File: src/rtl/demux_1x2_16bit_buf_pkg.sv
// Shared definitions for the 1x2 buffered demultiplexer: data width, queue depth,
// and the pointer/occupancy types used by the per-destination FIFOs.
package demux_1x2_16bit_buf_pkg;

   localparam int unsigned DATA_W_DEF  = 16;
   localparam int unsigned QUEUE_DEPTH = 2;
   localparam int unsigned PTR_W       = (QUEUE_DEPTH > 1) ? $clog2(QUEUE_DEPTH) : 1;
   localparam int unsigned OCC_W       = $clog2(QUEUE_DEPTH + 1);
   localparam int unsigned CNT_W       = 16;

   typedef logic [PTR_W-1:0] ptr_t;
   typedef logic [OCC_W-1:0] occ_t;
   typedef logic [CNT_W-1:0] cnt_t;

   // Circular increment, so a non-power-of-two depth still wraps correctly.
   function automatic ptr_t ptr_inc(input ptr_t p);
      return (p == ptr_t'(QUEUE_DEPTH - 1)) ? ptr_t'(0) : ptr_t'(p + ptr_t'(1));
   endfunction

endpackage

File: src/rtl/demux_1x2_16bit_buf_fifo2_16bit.sv
// Small synchronous FIFO with a registered head word that holds its last value
// once the queue drains.
module fifo2_16bit
   import demux_1x2_16bit_buf_pkg::*;
#(
   parameter int unsigned WIDTH = DATA_W_DEF
) (
   input  logic             clk,
   input  logic             rst,
   input  logic             push,
   input  logic [WIDTH-1:0] push_data,
   input  logic             pop,
   output logic             full,
   output logic             empty,
   output logic [WIDTH-1:0] head
);

   logic [WIDTH-1:0] mem_q [QUEUE_DEPTH];
   logic [WIDTH-1:0] mem_d [QUEUE_DEPTH];
   logic [WIDTH-1:0] head_q, head_d;
   ptr_t             rd_ptr_q, rd_ptr_d;
   ptr_t             wr_ptr_q, wr_ptr_d;
   occ_t             occ_q, occ_d;
   logic             do_push, do_pop;

   always_comb begin
      do_push  = push && (occ_q != occ_t'(QUEUE_DEPTH));
      do_pop   = pop && (occ_q != occ_t'(0));
      mem_d    = mem_q;
      wr_ptr_d = wr_ptr_q;
      rd_ptr_d = rd_ptr_q;
      occ_d    = occ_q;
      if (do_push) begin
         mem_d[wr_ptr_q] = push_data;
         wr_ptr_d        = ptr_inc(wr_ptr_q);
      end
      if (do_pop) begin
         rd_ptr_d = ptr_inc(rd_ptr_q);
      end
      unique case ({do_push, do_pop})
         2'b10:   occ_d = occ_q + occ_t'(1);
         2'b01:   occ_d = occ_q - occ_t'(1);
         default: occ_d = occ_q;
      endcase
      // Head is the post-update entry at the read pointer; hold when drained.
      head_d = (occ_d != occ_t'(0)) ? mem_d[rd_ptr_d] : head_q;
   end

   always_ff @(posedge clk) begin
      if (rst) begin
         for (int i = 0; i < int'(QUEUE_DEPTH); i++) begin
            mem_q[i] <= '0;
         end
         head_q   <= '0;
         rd_ptr_q <= '0;
         wr_ptr_q <= '0;
         occ_q    <= '0;
      end else begin
         mem_q    <= mem_d;
         head_q   <= head_d;
         rd_ptr_q <= rd_ptr_d;
         wr_ptr_q <= wr_ptr_d;
         occ_q    <= occ_d;
      end
   end

   assign full  = (occ_q == occ_t'(QUEUE_DEPTH));
   assign empty = (occ_q == occ_t'(0));
   assign head  = head_q;

endmodule

File: src/rtl/demux_1x2_16bit_buf.sv
// 1-to-2 demultiplexer with a small FIFO per destination and per-destination
// accepted-word counters.
module demux_1x2_16bit_buf
   import demux_1x2_16bit_buf_pkg::*;
#(
   parameter int unsigned DATA_W = DATA_W_DEF
) (
   input  logic              clk,
   input  logic              rst,
   input  logic [DATA_W-1:0] in_data,
   input  logic              in_sel,
   input  logic              in_valid,
   output logic              in_ready,
   output logic [DATA_W-1:0] out0_data,
   output logic              out0_valid,
   input  logic              out0_ready,
   output logic [DATA_W-1:0] out1_data,
   output logic              out1_valid,
   input  logic              out1_ready,
   output logic [15:0]       cnt0,
   output logic [15:0]       cnt1
);

   logic full0, full1, empty0, empty1;
   logic push, push0, push1, pop0, pop1;
   cnt_t cnt0_q, cnt1_q;

   // Readiness looks only at the selected queue's registered occupancy.
   always_comb begin
      in_ready = !rst && !(in_sel ? full1 : full0);
      push     = in_valid && in_ready;
      push0    = push && !in_sel;
      push1    = push && in_sel;
      pop0     = out0_ready && !empty0;
      pop1     = out1_ready && !empty1;
   end

   fifo2_16bit #(
      .WIDTH(DATA_W)
   ) u_fifo0 (
      .clk      (clk),
      .rst      (rst),
      .push     (push0),
      .push_data(in_data),
      .pop      (pop0),
      .full     (full0),
      .empty    (empty0),
      .head     (out0_data)
   );

   fifo2_16bit #(
      .WIDTH(DATA_W)
   ) u_fifo1 (
      .clk      (clk),
      .rst      (rst),
      .push     (push1),
      .push_data(in_data),
      .pop      (pop1),
      .full     (full1),
      .empty    (empty1),
      .head     (out1_data)
   );

   always_ff @(posedge clk) begin
      if (rst) begin
         cnt0_q <= '0;
         cnt1_q <= '0;
      end else begin
         if (push0) cnt0_q <= cnt0_q + cnt_t'(1);
         if (push1) cnt1_q <= cnt1_q + cnt_t'(1);
      end
   end

   assign out0_valid = !empty0;
   assign out1_valid = !empty1;
   assign cnt0       = cnt0_q;
   assign cnt1       = cnt1_q;

endmodule

File: config.mk
export PLATFORM = sky130hd
export DESIGN_NAME = demux_1x2_16bit_buf
export DESIGN_NICKNAME = d
export VERILOG_FILES = /design/src/rtl/demux_1x2_16bit_buf_pkg.sv /design/src/rtl/demux_1x2_16bit_buf_fifo2_16bit.sv /design/src/rtl/demux_1x2_16bit_buf.sv
export SDC_FILE = /design/constraint.sdc
export NUM_CORES = 1
export LEC_CHECK = 0
export CORE_UTILIZATION = 60
export CTS_BUF_LIST = sky130_fd_sc_hd__clkbuf_4 sky130_fd_sc_hd__clkbuf_8
export DETAILED_ROUTE_END_ITERATION = 16
export GPL_ROUTABILITY_DRIVEN = 0
export PLACE_DENSITY = 0.88
export SLEW_MARGIN = 30
export SYNTH_ARGS = -nofsm -noshare
export SYNTH_HDL_FRONTEND = slang
export SYNTH_SLANG_ARGS = --single-unit
File: constraint.sdc
create_clock -name clk -period 6.2 [get_ports clk]
set_input_delay 0.93 -clock clk [delete_from_list [all_inputs] [get_ports clk]]
set_output_delay 0.93 -clock clk [all_outputs]
set_load 0.01 [all_outputs]
Yosys cells after proc, flatten, opt, wreduce, memory -nomap -nowiden:

Cells that the tools add are included.

* register bits after elaboration: 136
* bits of input ports: 22
* output and inout bits: 67
* word-level logic and storage cells: 88

* add/sub/neg operators: 10
* order comparisons: 6
* equal/unequal tests: 8
* multiplexer cells: 23
* bitwise operators: 4
* reductions and logical operators: 23

Operators by type and width (number)
* 2-to-1 mux 16 bit: 8
* bitwise mux 32 bit: 2
* 2-to-1 mux 32 bit: 2
* adder 16 x 1 -> 16 bit (second input constant): 2
* demux 16 bit (select 1 bit): 2
* logical AND 1 bit: 12
* == test 2 bit (second input constant): 4
* >= comparator 2 bit (second input constant): 4
* NOT 1 -> 2 bit: 4
* one-hot mux 2 bit (2 select lines): 2
* nonzero test 2 bit: 4
* 2-to-1 mux 1 bit: 7
* zero test 1 bit: 5
* adder 1 bit (second input constant): 4
* adder 2 x 1 -> 2 bit (second input constant): 2
* == test 2 x 1 -> 1 bit (second input constant): 2
* zero test 2 bit: 2
* less-than comparator 2 x 1 -> 1 bit (second input constant): 2
* inequality test 2 bit (second input constant): 2
* subtractor 2 x 1 -> 2 bit (second input constant): 2

Logic depth before layout (Yosys ltp):

* word-level depth: 11
* depth in mapped cells: 11
* gate-level depth less buffers: 9

By module:

Synthesis repeated with hierarchy kept, for this count alone.

* cells, all modules: 673
* area, all modules: 5858.1 um^2

By module, submodules not included
* fifo2_16bit at u_fifo1: times used 1, cells each 247, area an instance 2199.6 um^2, sequential area each 1041.0 um^2
* fifo2_16bit at u_fifo0: times used 1, cells each 246, area an instance 2172.1 um^2, sequential area each 1041.0 um^2
* demux_1x2_16bit_buf: times used 1, cells each 180, area an instance 1486.4 um^2, sequential area each 640.6 um^2

Worst setup path after synthesis:

No wires, ideal clock.

* path kind: input to register
* start point: in rst
* end point: reg u_fifo0.head_q[10], in the netlist u_fifo0.head[10]
* setup time: 128 ps
* arrival time: 3211 ps
* data required time: 6072 ps
* slack: 2862 ps
* stages on the path: 11
* buffers on the path: 2
* cells stage by stage: nand2b_4 > nor3_1 > inv_1 > ha_1 > nand2b_1 > o22ai_2 > nor2b_1 > clkbuf_1 > clkbuf_1 > a222oi_1 > nor2_1

* word-level cells in the longest chain between the ends: 9
* elaborated cells on any way between the ends: 13
* those cells by class: eq/ne: 2; mux: 5; reduce/logical: 6

Ends and longest elaborated chain
* from (decl): line demux_1x2_16bit_buf.sv:9 `input logic rst,`
* zero test 1 bit: line demux_1x2_16bit_buf.sv:30 `in_ready = !rst && !(in_sel ? full1 : full0);`
* logical AND 1 bit: line demux_1x2_16bit_buf.sv:30
* logical AND 1 bit: line demux_1x2_16bit_buf.sv:31 `push = in_valid && in_ready;`
* logical AND 1 bit: line demux_1x2_16bit_buf.sv:32 `push0 = push && !in_sel;`
* logical AND 1 bit: line demux_1x2_16bit_buf_fifo2_16bit.sv:27 `do_push = push && (occ_q != occ_t'(QUEUE_DEPTH));`
* 2-to-1 mux 32 bit: line demux_1x2_16bit_buf_fifo2_16bit.sv:33 `if (do_push) begin`
* 2-to-1 mux 16 bit (implied by the code) (3 in a row): line demux_1x2_16bit_buf_fifo2_16bit.sv:46 `head_d = (occ_d != occ_t'(0)) ? mem_d[rd_ptr_d] : head_q;`
* to (signal assigned): line demux_1x2_16bit_buf_fifo2_16bit.sv:54 `head_q <= '0;`
* to (signal assigned): line demux_1x2_16bit_buf_fifo2_16bit.sv:60 `head_q <= head_d;`
* to (decl): line demux_1x2_16bit_buf_fifo2_16bit.sv:20 `logic [WIDTH-1:0] head_q, head_d;`

Several ways; a longest one is shown, not always the timed one. The select of a mux whose other input is x is not followed.
A chain may end at the register's enable or synchronous reset.

Worst setup path in the final report:

* start point: in in_valid
* end point: reg u_fifo0.head_q[0], in the netlist u_fifo0.head[0]

* word-level cells in the longest chain between the ends: 7
* elaborated cells on any way between the ends: 11
* those cells by class: eq/ne: 2; mux: 5; reduce/logical: 4

Ends and longest elaborated chain
* from (decl): line demux_1x2_16bit_buf.sv:12 `input logic in_valid,`
* logical AND 1 bit (*): line demux_1x2_16bit_buf.sv:31
* logical AND 1 bit (*): line demux_1x2_16bit_buf.sv:32
* logical AND 1 bit (*): line demux_1x2_16bit_buf_fifo2_16bit.sv:27
* 2-to-1 mux 32 bit: line demux_1x2_16bit_buf_fifo2_16bit.sv:33
* 2-to-1 mux 16 bit (implied by the code) (3 in a row): line demux_1x2_16bit_buf_fifo2_16bit.sv:46

Mark *: on every way between the ends. The rest lies on a longest branch, timed or not. The select of a mux whose other input is x is not followed.

==> out/metrics.cfg <==
[outcome]
status=finished, final reports clean

[critical_path]
max_stage_delay_ns=0.65
crit_required_ns=6.50
endpoint_kind=flop
crit_chain=clkdlybuf4s50_1, nand2b_4, nor3_1, inv_1, ha_1, nand2b_1, o22ai_2, nor2b_2, a222oi_1, nor2_1
path_buf_inv=2
arrival_ns=4.35
crit_fanout=18
start_kind=input port
cp_top_family=simple AND/OR/NAND/NOR gates
setup.worst_path.start=in_valid
reg2reg_setup_slack_ns=2.70
reg2regPathDepth=9
path_class=in -> reg
cp_slowest_cell=o22ai_2
r2r_start=u_fifo0.occ_q[0]
cp.depth=10

[timing]
fmax_ghz=0.247
fin_skew_ns=0.00957
hold_violations=0
setup_viol_count_final=0
period_needed_ns=4.05
relSlewSlack_pct=38.1
fin_tns_setup_ns=0
drv_slew=0
grt_setup_unrepaired=false
worst_pin_slew_ns=0.929
fin_crit_sh_pct=65.3

[place]
portBuffers=88
hpwl_um=8140

[cts]
cts_setup_buffers=0
cts_root_buf=clkbuf_8
path_clk_slew_ns=0.08
clk_latency_ns=0.44
cts_buffers=17
h-tree-depth=4
clock-sinks=136
cts_tree=built
cts-resized-gates=0
clock_path_buffers=2
ctsHoldBuffers=0

[synthesis]
ys_seq_area_share_pct=48.7
async_flop_share_pct=0
yosysTopAreaCell=dfxtp_1
yosysWarnings=0
syn_area_um2=5590
synth_most_common_cell=dfxtp_1
ys_top_cells_by_count=dfxtp_1 (136), nor2_1 (67), and2_1 (63)
ys.flop_type=dfxtp_1
synth_top_area_share_pct=48.7
ys_ff_latch=136
synth-edff-count=0
synth_cell_types=41
avgSynthCellArea_um2=10.3
syn_inst=545
syn_nets=571
synthTopCellsByArea=dfxtp_1 (49%), mux2_2 (9.3%), and2_1 (7.0%)

[floorplanning]
fp.dieArea_um2=9710
initial_core_util_pct=62.9
die_y_um=98.6
coreArea_um2=8890
row_count=34
io_pins=89
die_w_um=98.6

[cells_and_area]
drive_gt1_share_pct=17.2
diodes=0
final_nets=654
multi_input_area_um2=2680
synthToLayoutAreaGrowth_pct=24.2
seq_area_um2=2720
fillerInstances=591

[detailed_routing]
drt-total-wl_um=12800
dr.pass1.iters=7
drc=0
drt_iter0_drc=309
ant_nets=0
wl_per_cell_um=17.1
viasPerCell=5.85
via_count=4379

[global_route]
grt_most_used_layer=met2
grt_use_met2_pct=47.1
grt_first_pass_wirelength_um=21000
grt_antenna_before_repair=0
met1_usage_pct=34.1
grt-ovfl-total=0
grt_max_degree=78
use_met3_pct=5.89
track_usage_pct=27.5
grt_pass1_vias=4362

[pwr]
ir_worst_vdd_uv=184
p_leak_nw=2.69
powerDensity_nw_per_um2=284
finalPower_w=0.00197

[job]
maxCapViolations=0

[min_path]
min_path_type=reg -> reg
worstHoldPathCells=2
min_from=u_fifo1.mem_q[27]

-- report_power, final --
| group | switching [W] | leakage, nW | internal, W | total, W |
|---|---|---|---|---|
| registers | 0.0000216 | 1.10 | 0.000902 | 0.000923 |
| logic | 0.000167 | 1.38 | 0.000115 | 0.000282 |
| clock network | 0.000350 | 0.203 | 0.000417 | 0.000767 |
| total | 0.000539 | 2.69 | 0.00143 | 0.00197 |
-- layout make-up --
class,instances,area share (%)
clock inverter,13,2.43
clock buffer,19,3.67
timing repair buffer,94,13.3
inverter,15,0.811
multi-input combinational,364,38.6
sequential,136,39.2
tap,108,1.95
-- flip-flops by register name, summed over array words and instances (netlist names) --
name and cells:
u_fifo0.mem_q 32, u_fifo0.wr_ptr_q 1, u_fifo0.head 16, u_fifo1.occ_q 2
cnt0 16, u_fifo0.rd_ptr_q 1, u_fifo1.mem_q 32, u_fifo1.wr_ptr_q 1
u_fifo0.occ_q 2, cnt1 16, u_fifo1.head 16, u_fifo1.rd_ptr_q 1
-- final timing paths --
| path | endpoint |
|---|---|
| worst min register to register | u_fifo1.mem_q[27] |
| worst max register to register | u_fifo0.head[0] |
| worst min-delay path | u_fifo1.mem_q[27] |
| worst max-delay path | u_fifo0.head[0] |
-- metal layers --
layer | wire length [µm] | vias up | part of all wire (%)
li1 | - | 2086 | -
met1 | 5620 | 2134 | 44
met2 | 6330 | 136 | 49
met3 | 568 | 23 | 4.4
met4 | 279 | 0 | 2.2
met5 | 0 | - | 0
-- cells in the final DEF, fill, tap and decap left out, types with 2 or more instances in the layout --
master / synthesis / layout
a21oi_1: 10 / 10
a222oi_1: 31 / 31
and2_1: 63 / 63
buf_4: 0 / 5
bufinv_16: 0 / 3
clkbuf_8: 0 / 18
clkdlybuf4s50_1: 0 / 87
clkinv_4: 0 / 2
clkinvlp_4: 0 / 4
dfxtp_1: 136 / 136
ha_1: 4 / 4
inv_1: 13 / 13
inv_6: 0 / 3
mux2_2: 46 / 46
mux2_4: 16 / 16
mux2i_1: 4 / 4
nand2_1: 13 / 13
nand2b_1: 3 / 3
nand3_1: 10 / 10
nand4_1: 9 / 9
nor2_1: 67 / 66
nor2b_1: 6 / 5
nor3_1: 13 / 13
nor4_1: 6 / 6
o21ai_0: 8 / 8
or3_1: 7 / 7
xnor2_1: 23 / 23
xor2_1: 10 / 10
-- worst min-delay path: cells and delay by family (launching register included) --
family             cells  cell delay, ns
DFF                    1            0.32
AOI/OAI and AO/OA      1            0.06
and+or+nand+nor        1            0.05
-- kinds of logic after synthesis --
logic type	Yosys count	synth area share [%]
mux	67	14.5
buf+inv	45	3.47
fa+ha+maj	4	0.895
compound gates	54	7.98
xor+xnor	33	5.17
simple gates	206	19.3
flops	136	48.7
-- metrics by stage --
| step | hold slack, ns | setup slack, ns | std cells | util [%] | instance area (µm²) |
|---|---|---|---|---|---|
| after floorplan | 0.436 | 2.86 | 545 | - | 5590 |
| after global placement | 0.443 | 1.83 | 716 | 73.2 | 6500 |
| after detailed placement | 0.463 | 1.62 | 716 | 73.2 | 6510 |
| after CTS | 0.470 | 2.10 | 748 | 77.9 | 6930 |
| after global routing | 0.491 | 1.85 | 749 | 78.1 | 6950 |
| final | 0.474 | 2.15 | 749 | 78.1 | 6950 |
No activity file was read; power rests on OpenSTA's default activity.
